**src/rtl/div_funct3.sv**
```systemverilog
// Shared encodings for the radix-2 divider: funct3 operation codes and data width.
// The operation code only chooses signed vs unsigned arithmetic; Q and R are always both produced.
package div_funct3;

  localparam int unsigned XLEN = 32;

  typedef enum logic [2:0] {
    DIV  = 3'b100,
    DIVU = 3'b101,
    REM  = 3'b110,
    REMU = 3'b111
  } div_funct3_t;

  function automatic logic is_signed_op(input div_funct3_t op);
    return (op == DIV) || (op == REM);
  endfunction

endpackage

```
**src/rtl/radix2_divider_if.sv**
```systemverilog
// Request/result bundle between a pipeline and the divider.
// The pipeline holds while div_stall is high and takes the result on the o_rdy pulse.
interface radix2_divider_if;
  import div_funct3::*;

  logic              start;
  div_funct3_t       div_op;
  logic [XLEN-1:0]   A;
  logic [XLEN-1:0]   B;
  logic [XLEN-1:0]   Q;
  logic [XLEN-1:0]   R;
  logic              o_rdy;
  logic              div_stall;

  modport master (
    output start, div_op, A, B,
    input  Q, R, o_rdy, div_stall
  );

  modport slave (
    input  start, div_op, A, B,
    output Q, R, o_rdy, div_stall
  );

endinterface

```
**src/rtl/div_controller.sv**
```systemverilog
// Divider sequencing FSM (IDLE/SETUP/ITER/FIX/DONE): 32-step iteration counter, o_rdy and div_stall.
// Normal path reaches DONE 35 cycles after acceptance, fast path 2; start is only honoured in IDLE/DONE.
module div_controller (
  input  logic clk,
  input  logic rst,
  input  logic start,
  input  logic fast_path,
  output logic accept,
  output logic in_setup,
  output logic in_iter,
  output logic in_fix,
  output logic o_rdy,
  output logic div_stall
);

  typedef enum logic [2:0] {
    IDLE,
    SETUP,
    ITER,
    FIX,
    DONE
  } state_t;

  state_t      state_q, state_d;
  logic [4:0]  cnt_q, cnt_d;
  logic        o_rdy_q, o_rdy_d;
  logic        idle_or_done;

  always_comb begin
    state_d      = state_q;
    cnt_d        = cnt_q;
    idle_or_done = (state_q == IDLE) || (state_q == DONE);

    case (state_q)
      IDLE, DONE: state_d = start ? SETUP : IDLE;
      SETUP: begin
        if (fast_path) begin
          state_d = DONE;
        end else begin
          state_d = ITER;
          cnt_d   = 5'd0;
        end
      end
      ITER: begin
        // 5-bit counter wraps 31->0 on the same edge that leaves for FIX
        cnt_d = cnt_q + 5'd1;
        if (cnt_q == 5'd31) state_d = FIX;
      end
      FIX:     state_d = DONE;
      default: state_d = IDLE;
    endcase

    o_rdy_d = (state_d == DONE);
  end

  always_ff @(posedge clk or posedge rst) begin
    if (rst) begin
      state_q <= IDLE;
      cnt_q   <= 5'd0;
      o_rdy_q <= 1'b0;
    end else begin
      state_q <= state_d;
      cnt_q   <= cnt_d;
      o_rdy_q <= o_rdy_d;
    end
  end

  assign accept    = idle_or_done && start;
  assign in_setup  = (state_q == SETUP);
  assign in_iter   = (state_q == ITER);
  assign in_fix    = (state_q == FIX);
  assign o_rdy     = o_rdy_q;
  assign div_stall = accept || in_setup || in_iter || in_fix;

endmodule

```
**src/rtl/radix2_divider.sv**
```systemverilog
// 32-bit restoring radix-2 divider producing quotient and remainder together (RISC-V M semantics).
// 35-cycle latency (2 for divide-by-zero / signed overflow); div_stall holds the issuing pipeline meanwhile.
module radix2_divider
  import div_funct3::*;
(
  input  logic                clk,
  input  logic                rst,
  radix2_divider_if.slave     bus
);

  logic              accept, in_setup, in_iter, in_fix;
  logic              ctl_o_rdy, ctl_div_stall;
  logic              fast_path, div_zero, sgn_ovf;

  logic [XLEN-1:0]   a_q, a_d;
  logic [XLEN-1:0]   b_q, b_d;
  logic              sgn_q, sgn_d;
  logic [XLEN-1:0]   dvd_q, dvd_d;
  logic [XLEN-1:0]   dsr_q, dsr_d;
  logic [XLEN:0]     rem_q, rem_d;
  logic              q_neg_q, q_neg_d;
  logic              r_neg_q, r_neg_d;
  logic [XLEN-1:0]   q_out_q, q_out_d;
  logic [XLEN-1:0]   r_out_q, r_out_d;

  logic [XLEN:0]     rem_shift;
  logic [XLEN+1:0]   diff;

  div_controller u_ctrl (
    .clk       (clk),
    .rst       (rst),
    .start     (bus.start),
    .fast_path (fast_path),
    .accept    (accept),
    .in_setup  (in_setup),
    .in_iter   (in_iter),
    .in_fix    (in_fix),
    .o_rdy     (ctl_o_rdy),
    .div_stall (ctl_div_stall)
  );

  assign div_zero  = (b_q == '0);
  assign sgn_ovf   = sgn_q && (a_q == 32'h8000_0000) && (b_q == 32'hFFFF_FFFF);
  assign fast_path = div_zero || sgn_ovf;

  always_comb begin
    a_d     = a_q;
    b_d     = b_q;
    sgn_d   = sgn_q;
    dvd_d   = dvd_q;
    dsr_d   = dsr_q;
    rem_d   = rem_q;
    q_neg_d = q_neg_q;
    r_neg_d = r_neg_q;
    q_out_d = q_out_q;
    r_out_d = r_out_q;

    // Dividend bits are shifted out of dvd_q while quotient bits shift in behind them
    rem_shift = {rem_q[XLEN-1:0], dvd_q[XLEN-1]};
    diff      = {1'b0, rem_shift} - {2'b00, dsr_q};

    if (accept) begin
      a_d   = bus.A;
      b_d   = bus.B;
      sgn_d = is_signed_op(bus.div_op);
    end

    if (in_setup) begin
      dvd_d   = (sgn_q && a_q[XLEN-1]) ? (~a_q + 32'd1) : a_q;
      dsr_d   = (sgn_q && b_q[XLEN-1]) ? (~b_q + 32'd1) : b_q;
      q_neg_d = sgn_q && (a_q[XLEN-1] ^ b_q[XLEN-1]);
      r_neg_d = sgn_q && a_q[XLEN-1];
      rem_d   = '0;
      if (div_zero) begin
        q_out_d = 32'hFFFF_FFFF;
        r_out_d = a_q;
      end else if (sgn_ovf) begin
        q_out_d = 32'h8000_0000;
        r_out_d = 32'h0000_0000;
      end
    end

    if (in_iter) begin
      if (!diff[XLEN+1]) begin
        rem_d = diff[XLEN:0];
        dvd_d = {dvd_q[XLEN-2:0], 1'b1};
      end else begin
        rem_d = rem_shift;
        dvd_d = {dvd_q[XLEN-2:0], 1'b0};
      end
    end

    if (in_fix) begin
      q_out_d = q_neg_q ? (~dvd_q + 32'd1) : dvd_q;
      r_out_d = r_neg_q ? (~rem_q[XLEN-1:0] + 32'd1) : rem_q[XLEN-1:0];
    end
  end

  always_ff @(posedge clk or posedge rst) begin
    if (rst) begin
      a_q     <= '0;
      b_q     <= '0;
      sgn_q   <= 1'b0;
      dvd_q   <= '0;
      dsr_q   <= '0;
      rem_q   <= '0;
      q_neg_q <= 1'b0;
      r_neg_q <= 1'b0;
      q_out_q <= '0;
      r_out_q <= '0;
    end else begin
      a_q     <= a_d;
      b_q     <= b_d;
      sgn_q   <= sgn_d;
      dvd_q   <= dvd_d;
      dsr_q   <= dsr_d;
      rem_q   <= rem_d;
      q_neg_q <= q_neg_d;
      r_neg_q <= r_neg_d;
      q_out_q <= q_out_d;
      r_out_q <= r_out_d;
    end
  end

  assign bus.Q         = q_out_q;
  assign bus.R         = r_out_q;
  assign bus.o_rdy     = ctl_o_rdy;
  assign bus.div_stall = ctl_div_stall;

endmodule

```
**src/flat_wrapper.sv**
```systemverilog
// flat-port wrapper written by rule: the top's interface ports become plain ports
module radix2_divider_flat import div_funct3::*;
  (clk, rst, bus_start, bus_div_op, bus_A, bus_B, bus_Q, bus_R, bus_o_rdy, bus_div_stall);
  radix2_divider_if bus_i ();
  input  logic clk;
  input  logic rst;
  input wire logic [$bits(bus_i.start)-1:0] bus_start;
  input wire logic [$bits(bus_i.div_op)-1:0] bus_div_op;
  input wire logic [$bits(bus_i.A)-1:0] bus_A;
  input wire logic [$bits(bus_i.B)-1:0] bus_B;
  output wire logic [$bits(bus_i.Q)-1:0] bus_Q;
  output wire logic [$bits(bus_i.R)-1:0] bus_R;
  output wire logic [$bits(bus_i.o_rdy)-1:0] bus_o_rdy;
  output wire logic [$bits(bus_i.div_stall)-1:0] bus_div_stall;
  assign bus_i.start = bus_start;
  assign bus_i.div_op = bus_div_op;
  assign bus_i.A = bus_A;
  assign bus_i.B = bus_B;
  assign bus_Q = bus_i.Q;
  assign bus_R = bus_i.R;
  assign bus_o_rdy = bus_i.o_rdy;
  assign bus_div_stall = bus_i.div_stall;
  radix2_divider u_core (.clk(clk), .rst(rst), .bus(bus_i));
endmodule
```
**config.mk**
```make
export PLATFORM = sky130hd
export DESIGN_NAME = radix2_divider_flat
export DESIGN_NICKNAME = d
export VERILOG_FILES = /design/src/rtl/div_funct3.sv /design/src/rtl/radix2_divider_if.sv /design/src/rtl/div_controller.sv /design/src/rtl/radix2_divider.sv /design/src/flat_wrapper.sv
export SDC_FILE = /design/constraint.sdc
export NUM_CORES = 1
export LEC_CHECK = 0
export ABC_AREA = 0
export CORE_MARGIN = 3
export CORE_UTILIZATION = 55
export DETAILED_ROUTE_END_ITERATION = 8
export GPL_TIMING_DRIVEN = 1
export HOLD_SLACK_MARGIN = 0.12
export PLACE_DENSITY = 0.87
export SYNTH_ARGS = -nofsm -noshare
export SYNTH_HDL_FRONTEND = slang
export SYNTH_SLANG_ARGS = --single-unit
```
**constraint.sdc**
```tcl
create_clock -name clk -period 11.3 [get_ports clk]
set_input_delay 2.26 -clock clk [delete_from_list [all_inputs] [get_ports clk]]
set_output_delay 2.26 -clock clk [all_outputs]
set_load 0.005 [all_outputs]
```
==> results.md <==
- Outcome: completed
- I/O pin cnt: approximately 140
- Nets@finish: 1692
- Core Rows: 57
- Clock latency at the later pin of the worst-skew pair: 0.54 ns
- FFs w/ async S/R, synth: 100.0%
- Most used DFF post-synth: dfrtp_1
- Worst vdd ir: about 0.19 mV
- Count of pins over their slew limit: 0
- Least-Margin Pin Slew: 1.319 ns
- Core ar.: between 20000 and 25000 um2
- Area of the mapped netlist: 13810 um2
- Crit path DAT: between 4 and 5 ns
- Hold path depth: 2
- Port bufs: between 100 and 150
- Chip height: 164.5 um
- Post-Route Skew: ~0.014 ns
- Vias in the first global route: ~11000
- Hold Fails Final Rpt: 0
- Top-count cell post-synth: dfrtp_1
- Antenna-violating nets left: 0
- Min-Delay Path Class: register to register
- EDFF count, synth: 0
- Initial core utilization: 56.45%
- Power Density: 312.9 nW/um2
- #FFs+latches synth: 236
- Largest net degree at the start of global routing: 155
- First-pass GRT wire length: 56960 um
- Leading area contributor after synthesis: dfrtp_1
- M1 GR Usage: 32.39%
- CP Capture Type: output port
- M3 GR Usage: 4.515%
- Startpoint types: primary input
- Netlist cell types: 65
- Avg Synthesized Cell Area: 9.205 um2
- DR DRC count: 0
- Max-cap violations: 0
- Clock Pin Slew Worst Setup and Hold Paths: roughly 0.05 ns
- Syn_nets: ~1600
- Initial antenna violation count: 0
- Gr usage total: around a quarter
- Share of the clock period used by the worst path: 58.01%
- Vias: 11601
- TritonCTS buffer count: 25
- Ant diodes: 0
- GRT overflow: 0
- Layout cell share with drive strength beyond 1: 7.995%
- GP Congestion: 0.9138
- Crit-path max FO: 73
- Root Buffer: clkbuf_16
- Via/cell ratio: between 6 and 7
- Peak Freq: 152.6 MHz
- Syn. warnings: 0
- Register area share after synthesis: between 40 and 50%
- Htree depth: 1
- Worst endpoint required time: 9.04 ns
- Initial DRT Pass Iterations: 8
- Post-CTS setup buffer count: 0
- Reg2reg path depth: 11
- RSZ-0062 raised after global routing: false
- CTS Hold Buffers Added: 0
- WL final: approximately 35000 um
- Die Wd: 164.5 um
- Routed length per instance: approximately 18 um
- Slew HR: approximately an eighth
- DRT iter0 DRCs: 711
- Cells after synthesis: 1500
- Critical path type: primary input to output port
- Top cells by area, synth: dfrtp_1, xnor2_1, o21ai_0
- Max Root-Sink Buffers: 3
- Tot Pwr: between 5 and 6 mW
- Top cell type's share of synthesized area: 42.77%
- Setup tns final: 0 ns
- PostCTS Resize Cnt: 0
- Setup violators final: 0
- P&R area growth vs syn: 17.15%
- Lkg Pwr: 6.668 nW
- Top post-synthesis cells by count: dfrtp_1, nand2_1, o21ai_0
- Number of clock sinks: 236
- DIE AREA: 27040 um2
- HPWL after DPL: roughly 25000 um
- Minimum clock period: 6.555 ns
- CTS tree: done
- Busiest grt layer: met2
- GR Layer Usage met2: 43.72%
-- routing by layer --
layer	up-vias	wire, um
met1	5468	13870
met5	-	0
met2	457	16650
li1	5556	-
met4	0	1676
met3	120	2526
-- sequential cells by signal (all words and copies together), names as in the netlist --
signal / flops
u_core.a_q: 32
u_core.b_q: 32
u_core.bus.Q: 32
u_core.bus.R: 32
u_core.dsr_q: 32
u_core.dvd_q: 32
u_core.q_neg_q: 1
u_core.r_neg_q: 1
u_core.rem_q: 32
u_core.sgn_q: 1
u_core.u_ctrl.cnt_q: 5
u_core.u_ctrl.o_rdy: 1
u_core.u_ctrl.state_q: 3
-- worst max-delay path, cell delays in order --
cell             delay [ns]
clkdlybuf4s50_1        0.46
and2_2                 0.13
buf_4                  0.70
o21bai_1               0.23
clkdlybuf4s50_1        0.52
-- stage by stage --
step	setup slack, ns	cells	hold WS (ns)	util [%]	cell area [um2]
final	4.745	1925	0.4757	66.13	16180
after floorplan	2.565	1500	0.4498	-	13810
after CTS	4.740	1925	0.4781	66.13	16180
after global placement	4.779	1879	0.4609	62.60	15310
after detailed placement	4.757	1879	0.4657	62.60	15310
after global routing	4.653	1925	0.4986	66.13	16180
-- cell usage in the layout, fill, tap and decap left out, drive strengths merged, types with 12 or more instances in the layout --
cell / n
o31ai: 32
dfrtp: 236
xnor2: 91
inv: 54
nand3: 21
ha: 39
nand2b: 13
nor2: 125
or4: 23
nand2: 158
nor3: 18
a22oi: 31
a21oi: 70
clkdlybuf4s50: 134
and2: 12
o41ai: 16
a22o: 15
a21o: 15
a31oi: 14
nand4: 17
a221oi: 26
mux2: 59
xor2: 56
o21ai: 183
clkbuf: 42
-- power by group --
part	switching, mW	total, mW	internal [mW]
Clock	0.334	0.849	0.515
Sequential	0.487	1.72	1.23
Combinational	1.34	2.50	1.16
Total	2.16	5.06	2.90
-- logic make-up (layout without fill, tap and decap cells) --
logic type               after synthesis  after routing  synth area share [%]
adder cells (fa/ha/maj)               40             40                 3.679
XOR/XNOR                             147            147                 9.324
flip-flops                           236            236                 42.77
AO/OA/AOI/OAI                        441            441                 20.42
buffers and inverters                142            243                 4.168
multiplexers                          66             66                 5.319
AND/OR/NAND/NOR                      428            428                 14.33
-- final timing paths --
check,start,to,slack [ns]
max in group asynchronous,rst,u_core.rem_q[26]$_DFFE_PP0P_,7.36
worst min-delay path,u_core.bus.Q[24]$_DFFE_PP0P_,u_core.bus.Q[24]$_DFFE_PP0P_,0.48
worst max-delay path,bus_start,bus_div_stall,4.74
min in group asynchronous,rst,u_core.bus.Q[30]$_DFFE_PP0P_,2.36
worst max register to register,u_core.a_q[20]$_DFFE_PP0P_,u_core.bus.R[29]$_DFFE_PP0P_,6.96
worst min register to register,u_core.bus.Q[24]$_DFFE_PP0P_,u_core.bus.Q[24]$_DFFE_PP0P_,0.48
-- final cells by class --
| cell class | count | area [um2] |
|---|---|---|
| Clock inverter | 4 | 85.08 |
| Fill cell | 1807 | 8285 |
| Clock buffer | 42 | 779.5 |
| Timing Repair Buffer | 144 | 1416 |
| Tap cell | 324 | 405.4 |
| Inverter | 53 | 206.4 |
| Sequential cell | 236 | 5906 |
| Multi-Input combinational cell | 1122 | 7378 |
Power figures use the tool's default switching activity.
